## src/rtl/div_pkg.sv

```systemverilog
// Shared constants and state encoding for the sequential divider.
package div_pkg;

  localparam int DIV_WIDTH = 32;
  localparam int DIV_CNT_W = 5;
  localparam logic [DIV_WIDTH-1:0] DIV_ZERO_QUOT = 32'hFFFF_FFFF;

  typedef enum logic [1:0] {
    S_IDLE = 2'd0,
    S_RUN  = 2'd1,
    S_DONE = 2'd2
  } div_state_t;

endpackage

```

## src/rtl/add_sub.sv

```systemverilog
// 32-bit adder/subtractor; select=1 computes a-b, carry=1 then means no borrow.
module add_sub (
  input  logic [31:0] a,
  input  logic [31:0] b,
  input  logic        select,
  output logic [31:0] out,
  output logic        carry,
  output logic        zero
);

  logic [32:0] sum;

  assign sum   = {1'b0, a} + {1'b0, (select ? ~b : b)} + {32'b0, select};
  assign out   = sum[31:0];
  assign carry = sum[32];
  assign zero  = (sum[31:0] == 32'b0);

endmodule

```

## src/rtl/seq_div.sv

```systemverilog
// Multi-cycle restoring divider built around add_sub; one quotient bit per cycle.
// Optional signed mode enabled by defining SEQ_DIV_SIGNED_EN.
module seq_div
  import div_pkg::*;
#(
  parameter int WIDTH = DIV_WIDTH
) (
  input  logic             clk,
  input  logic             rst,
  input  logic             start,
  input  logic [WIDTH-1:0] dividend,
  input  logic [WIDTH-1:0] divisor,
`ifdef SEQ_DIV_SIGNED_EN
  input  logic             is_signed,
`endif
  output logic             busy,
  output logic             done,
  output logic [WIDTH-1:0] quotient,
  output logic [WIDTH-1:0] remainder,
  output logic             div_by_zero
);

  div_state_t           state_q, state_d;
  logic [DIV_CNT_W-1:0] cnt_q, cnt_d;
  logic [WIDTH:0]       r_q, r_d;
  logic [WIDTH-1:0]     q_q, q_d, d_q, d_d;
  logic [WIDTH-1:0]     quot_q, quot_d, rem_q, rem_d;
  logic                 dbz_q, dbz_d;

  logic [WIDTH:0]       s;
  logic [WIDTH-1:0]     diff;
  logic                 carry, qb;
  logic                 zero_unused, r_msb_unused;
  logic [WIDTH-1:0]     a_mag, b_mag;

  assign s            = {r_q[WIDTH-1:0], q_q[WIDTH-1]};
  assign qb           = s[WIDTH] | carry;
  assign r_msb_unused = r_q[WIDTH];

  add_sub u_sub (
    .a      (s[WIDTH-1:0]),
    .b      (d_q),
    .select (1'b1),
    .out    (diff),
    .carry  (carry),
    .zero   (zero_unused)
  );

`ifdef SEQ_DIV_SIGNED_EN
  // Sign fix-up flags are captured with the operands and applied on DONE entry.
  logic negq_q, negq_d, negr_q, negr_d;
  assign a_mag = (is_signed && dividend[WIDTH-1]) ? -dividend : dividend;
  assign b_mag = (is_signed && divisor[WIDTH-1])  ? -divisor  : divisor;

  always_ff @(posedge clk or posedge rst) begin
    if (rst) begin
      negq_q <= 1'b0;
      negr_q <= 1'b0;
    end else begin
      negq_q <= negq_d;
      negr_q <= negr_d;
    end
  end
`else
  assign a_mag = dividend;
  assign b_mag = divisor;
`endif

  always_comb begin
    state_d = state_q;
    cnt_d   = cnt_q;
    r_d     = r_q;
    q_d     = q_q;
    d_d     = d_q;
    quot_d  = quot_q;
    rem_d   = rem_q;
    dbz_d   = dbz_q;
`ifdef SEQ_DIV_SIGNED_EN
    negq_d  = negq_q;
    negr_d  = negr_q;
`endif
    if (state_q == S_RUN) begin
      r_d   = qb ? {1'b0, diff} : s;
      q_d   = {q_q[WIDTH-2:0], qb};
      cnt_d = cnt_q + 1'b1;
      if (cnt_q == {DIV_CNT_W{1'b1}}) begin
        state_d = S_DONE;
        dbz_d   = 1'b0;
`ifdef SEQ_DIV_SIGNED_EN
        quot_d  = negq_q ? -q_d : q_d;
        rem_d   = negr_q ? -r_d[WIDTH-1:0] : r_d[WIDTH-1:0];
`else
        quot_d  = q_d;
        rem_d   = r_d[WIDTH-1:0];
`endif
      end
    end else begin
      state_d = S_IDLE;
      if (start) begin
        if (divisor == '0) begin
          state_d = S_DONE;
          quot_d  = DIV_ZERO_QUOT;
          rem_d   = dividend;
          dbz_d   = 1'b1;
        end else begin
          state_d = S_RUN;
          r_d     = '0;
          q_d     = a_mag;
          d_d     = b_mag;
          cnt_d   = '0;
`ifdef SEQ_DIV_SIGNED_EN
          negq_d  = is_signed && (dividend[WIDTH-1] ^ divisor[WIDTH-1]);
          negr_d  = is_signed && dividend[WIDTH-1];
`endif
        end
      end
    end
  end

  always_ff @(posedge clk or posedge rst) begin
    if (rst) begin
      state_q <= S_IDLE;
      cnt_q   <= '0;
      r_q     <= '0;
      q_q     <= '0;
      d_q     <= '0;
      quot_q  <= '0;
      rem_q   <= '0;
      dbz_q   <= 1'b0;
    end else begin
      state_q <= state_d;
      cnt_q   <= cnt_d;
      r_q     <= r_d;
      q_q     <= q_d;
      d_q     <= d_d;
      quot_q  <= quot_d;
      rem_q   <= rem_d;
      dbz_q   <= dbz_d;
    end
  end

  assign busy        = (state_q == S_RUN);
  assign done        = (state_q == S_DONE);
  assign quotient    = quot_q;
  assign remainder   = rem_q;
  assign div_by_zero = dbz_q;

endmodule
```

## config.mk

```make
export PLATFORM = sky130hd
export DESIGN_NAME = seq_div
export DESIGN_NICKNAME = d
export VERILOG_FILES = /design/src/rtl/div_pkg.sv /design/src/rtl/add_sub.sv /design/src/rtl/seq_div.sv
export SDC_FILE = /design/constraint.sdc
export NUM_CORES = 1
export LEC_CHECK = 0
export ABC_AREA = 1
export ABC_CLOCK_PERIOD_IN_PS = 14900
export CAP_MARGIN = 30
export CORE_ASPECT_RATIO = 0.75
export CORE_MARGIN = 2
export CORE_UTILIZATION = 25
export DETAILED_ROUTE_END_ITERATION = 10
export PLACE_DENSITY = 0.44
export SYNTH_ARGS = -nofsm -noshare
export SYNTH_HDL_FRONTEND = slang
export SYNTH_SLANG_ARGS = --single-unit
export TNS_END_PERCENT = 10
```

## constraint.sdc

```tcl
create_clock -name clk -period 14.9 [get_ports clk]
set_input_delay 1.49 -clock clk [delete_from_list [all_inputs] [get_ports clk]]
set_output_delay 1.49 -clock clk [all_outputs]
set_load 0.02 [all_outputs]
```

==> results.json <==
{
  "status": "completed",
  "portBuffers": 133,
  "post_cts_resized": 0,
  "layout-drive-gt1-share_pct": 6.395,
  "yosys_warnings": 0,
  "ir_worst_vdd_mv": 0.1160,
  "place_congestion": 0.8071,
  "final_hold_viol_count": 0,
  "clockPowerShare_pct": 13.7,
  "route.vias.total": 9255,
  "cp.arrival_ps": 4620,
  "min_from": "div_by_zero$_DFFE_PP0P_",
  "diodes": 0,
  "antenna_found_initial": 1,
  "setup_viol": 0,
  "grt_max_degree": 74,
  "cts_sinks": 168,
  "rsz0062_at_grt": "no",
  "grt_overflow": 0,
  "ys_ff_latch": 168,
  "synthTopCellsByCount": "nand2_1 (427), inv_1 (236), dfrtp_1 (168)",
  "fin_nets": 1637,
  "switching_share_pct": 51.06,
  "ant_nets": 0,
  "wire_per_inst_um": 16.39,
  "fin_skew_ps": 15.97,
  "dieHeight_um": 178.1,
  "period_needed_ps": 4233,
  "rr_startpoint": "state_q[1]$_DFFE_PP0P_",
  "hold_class": "reg -> reg",
  "power_mw": 3.361,
  "cp-startpoint": "divisor[20]",
  "die_area_sq_um": 42070,
  "r2r_end": "remainder[5]$_DFFE_PP0P_",
  "vias_per_cell": 4.475,
  "dp_hpwl_um": 25860,
  "endpoint_kind": "register",
  "crit_chain": "clkdlybuf4s50_1, nor4_1, nand3b_1, nor2_1, nand2_1, buf_4, nand2_2, buf_4, or2_2, nand2_1, inv_1",
  "async_flop_share_pct": 100.0,
  "slew_viol_final": 0,
  "comb_power_share_pct": 62.1,
  "critPathMaxStageDelay_ps": 610,
  "drc_errors": 0,
  "first_global_vias": 9143,
  "crit_required_ps": 15290,
  "synth.distinct_cells": 36,
  "ctsLongestPathBuffers": 2,
  "cts_setup_buffers": 0,
  "drv_cap": 0,
  "yosysMostFrequentCell": "nand2_1",
  "initial_core_util_pct": 25.44,
  "cp_max_fo": 69,
  "area_growth_pct": 24.41,
  "synth_area_leaders": "dfrtp_1 (42%), nand2_1 (16%), inv_1 (8.8%)",
  "avgSynthCellArea_sq_um": 7.099,
  "powerDensity_nw_per_um2": 267.2,
  "fmax_mhz": 236.2,
  "crit_cells": 11,
  "maxSlewHeadroom_pct": 54.79,
  "dr.pass1.iters": 7,
  "synthCells": 1424,
  "seq_area_frac_synth_pct": 41.59,
  "cts_made_buffers": 17,
  "path_class": "in -> reg",
  "row_count": 63,
  "cp-endpoint": "remainder[3]$_DFFE_PP0P_",
  "tightest_slew_ps": 678.1,
  "cts.reportedPaths.clkPinSlew_ps": 80,
  "p_leak_nw": 6.187,
  "ctsHoldBuffers": 0,
  "cp_top_family": "simple AND/OR/NAND/NOR gates",
  "crit_slowest_cell": "buf_4",
  "rrSetupSlack_ps": 11570,
  "switching_power_mw": 1.716,
  "wl_um": 33890,
  "synth.largest_area_cell": "dfrtp_1",
  "synth.top_cell.area_share_pct": 41.59,
  "drt_iter0_drc": 681,
  "syn_nets": 1526,
  "startpoint_type": "input port",
  "place_inst": 2035,
  "core_area_sq_um": 39730,
  "intPower_mw": 1.645,
  "gr-usage-all-layers_pct": 16.53,
  "synth_flop_cell": "dfrtp_1",
  "insertion_delay_ps": 450,
  "fin_tns_setup_ps": 0,
  "pwr-share-seq_pct": 24.2,
  "path_buf_inv": 4,
  "cts.htree.levels": 4,
  "netlist_area_sq_um": 10110,
  "cts-root-buf": "clkbuf_16",
  "synth_edf_count": 0,
  "fin_crit_sh_pct": 28.41,
  "die_w_um": 236.2,
  "pin_count": 134,
  "grt_pass1_wl_um": 53350,
  "reg2reg_depth": 12,
  "cts_tree": "built",
  "fin_cells": 2068
}
cells by family (layout without fill, tap and decap cells):
kind of cell,count (synthesis),in the layout,synth area share (%)
buffers and inverters,291,415,11.24
xor gates and xnor gates,17,17,1.473
and+or+nand+nor,727,727,30.78
AOI/OAI and AO/OA,186,186,10.51
DFF,168,168,41.59
adders and majority gates,35,35,4.407
cells in the final DEF (no fill, tap or decap), drive strengths merged, types with 4 or more instances in the layout:
cell and n:
ha 34, nor3 10, buf 11, or2 33, nand2 445, clkbuf 17
a21boi 31, a31oi 28, a21oi 19, nand4 9, clkdlybuf4s50 133, o21bai 4
clkinv 5, inv 246, dfrtp 168, nand3 133, o21ai 100, xor2 14
nor2 88
power by group through the flow:
| stage | registers [mW] | clock network [mW] | logic (mW) |
|---|---|---|---|
| after CTS | 0.813 | 0.471 | 2.10 |
| after global routing | 0.837 | 0.493 | 2.37 |
| after floorplan | 0.870 | 0 | 1.38 |
| final | 0.812 | 0.461 | 2.09 |
| after detailed placement | 0.817 | 0 | 2.09 |
| after global placement | 0.822 | 0 | 2.07 |
how the worst min path moves through the flow:
stage,end,slack [ps],cells past startpoint
final,div_by_zero$_DFFE_PP0P_,500,2
after CTS,d_q[0]$_DFFE_PP0P_,500,2
after global placement,d_q[0]$_DFFE_PP0P_,480,2
after global routing,div_by_zero$_DFFE_PP0P_,530,2
after floorplan,d_q[0]$_DFFE_PP0P_,450,2
after detailed placement,d_q[0]$_DFFE_PP0P_,480,2
layout make-up:
| cell class | instances | area [sq um] |
|---|---|---|
| fillers | 4351 | 27150 |
| multi-input cells | 965 | 4768 |
| flip-flops and latches | 168 | 4204 |
| repair buffers | 144 | 1466 |
| inverters | 239 | 902.1 |
| well taps | 520 | 650.6 |
| clock buffers | 17 | 425.4 |
| clock inverters | 15 | 158.9 |
state kept, by name, indices dropped and copies added (netlist names):
name / flops
state_q: 2
cnt_q: 5
q_q: 32
div_by_zero: 1
quotient: 32
remainder: 32
d_q: 32
r_q: 32
worst min-delay path: cells and delay by family, from the launching register on:
family / cells / cell delay [ps]
and+or+nand+nor: 2 / 110
DFF: 1 / 360
metal layers:
layer,track usage [%],wire length [um],vias up
li1,-,-,4671
met1,26.24,18600,4308
met4,3.982,517,2
met2,22.21,12840,242
met3,3.374,1910,32
met5,0,12,-
stage by stage:
stage	utilization [%]	instance area, sq um	setup WS (ps)	hold WS [ps]
detailed placement	30.11	11960	10160	475.4
floorplan	-	10110	8863	452.8
CTS	31.59	12550	10630	501.4
finish	31.65	12580	10670	497.9
global route	31.65	12580	10340	532.3
global placement	30.00	11920	10120	478.4
Note: power is estimated with default switching activity, not from simulation.
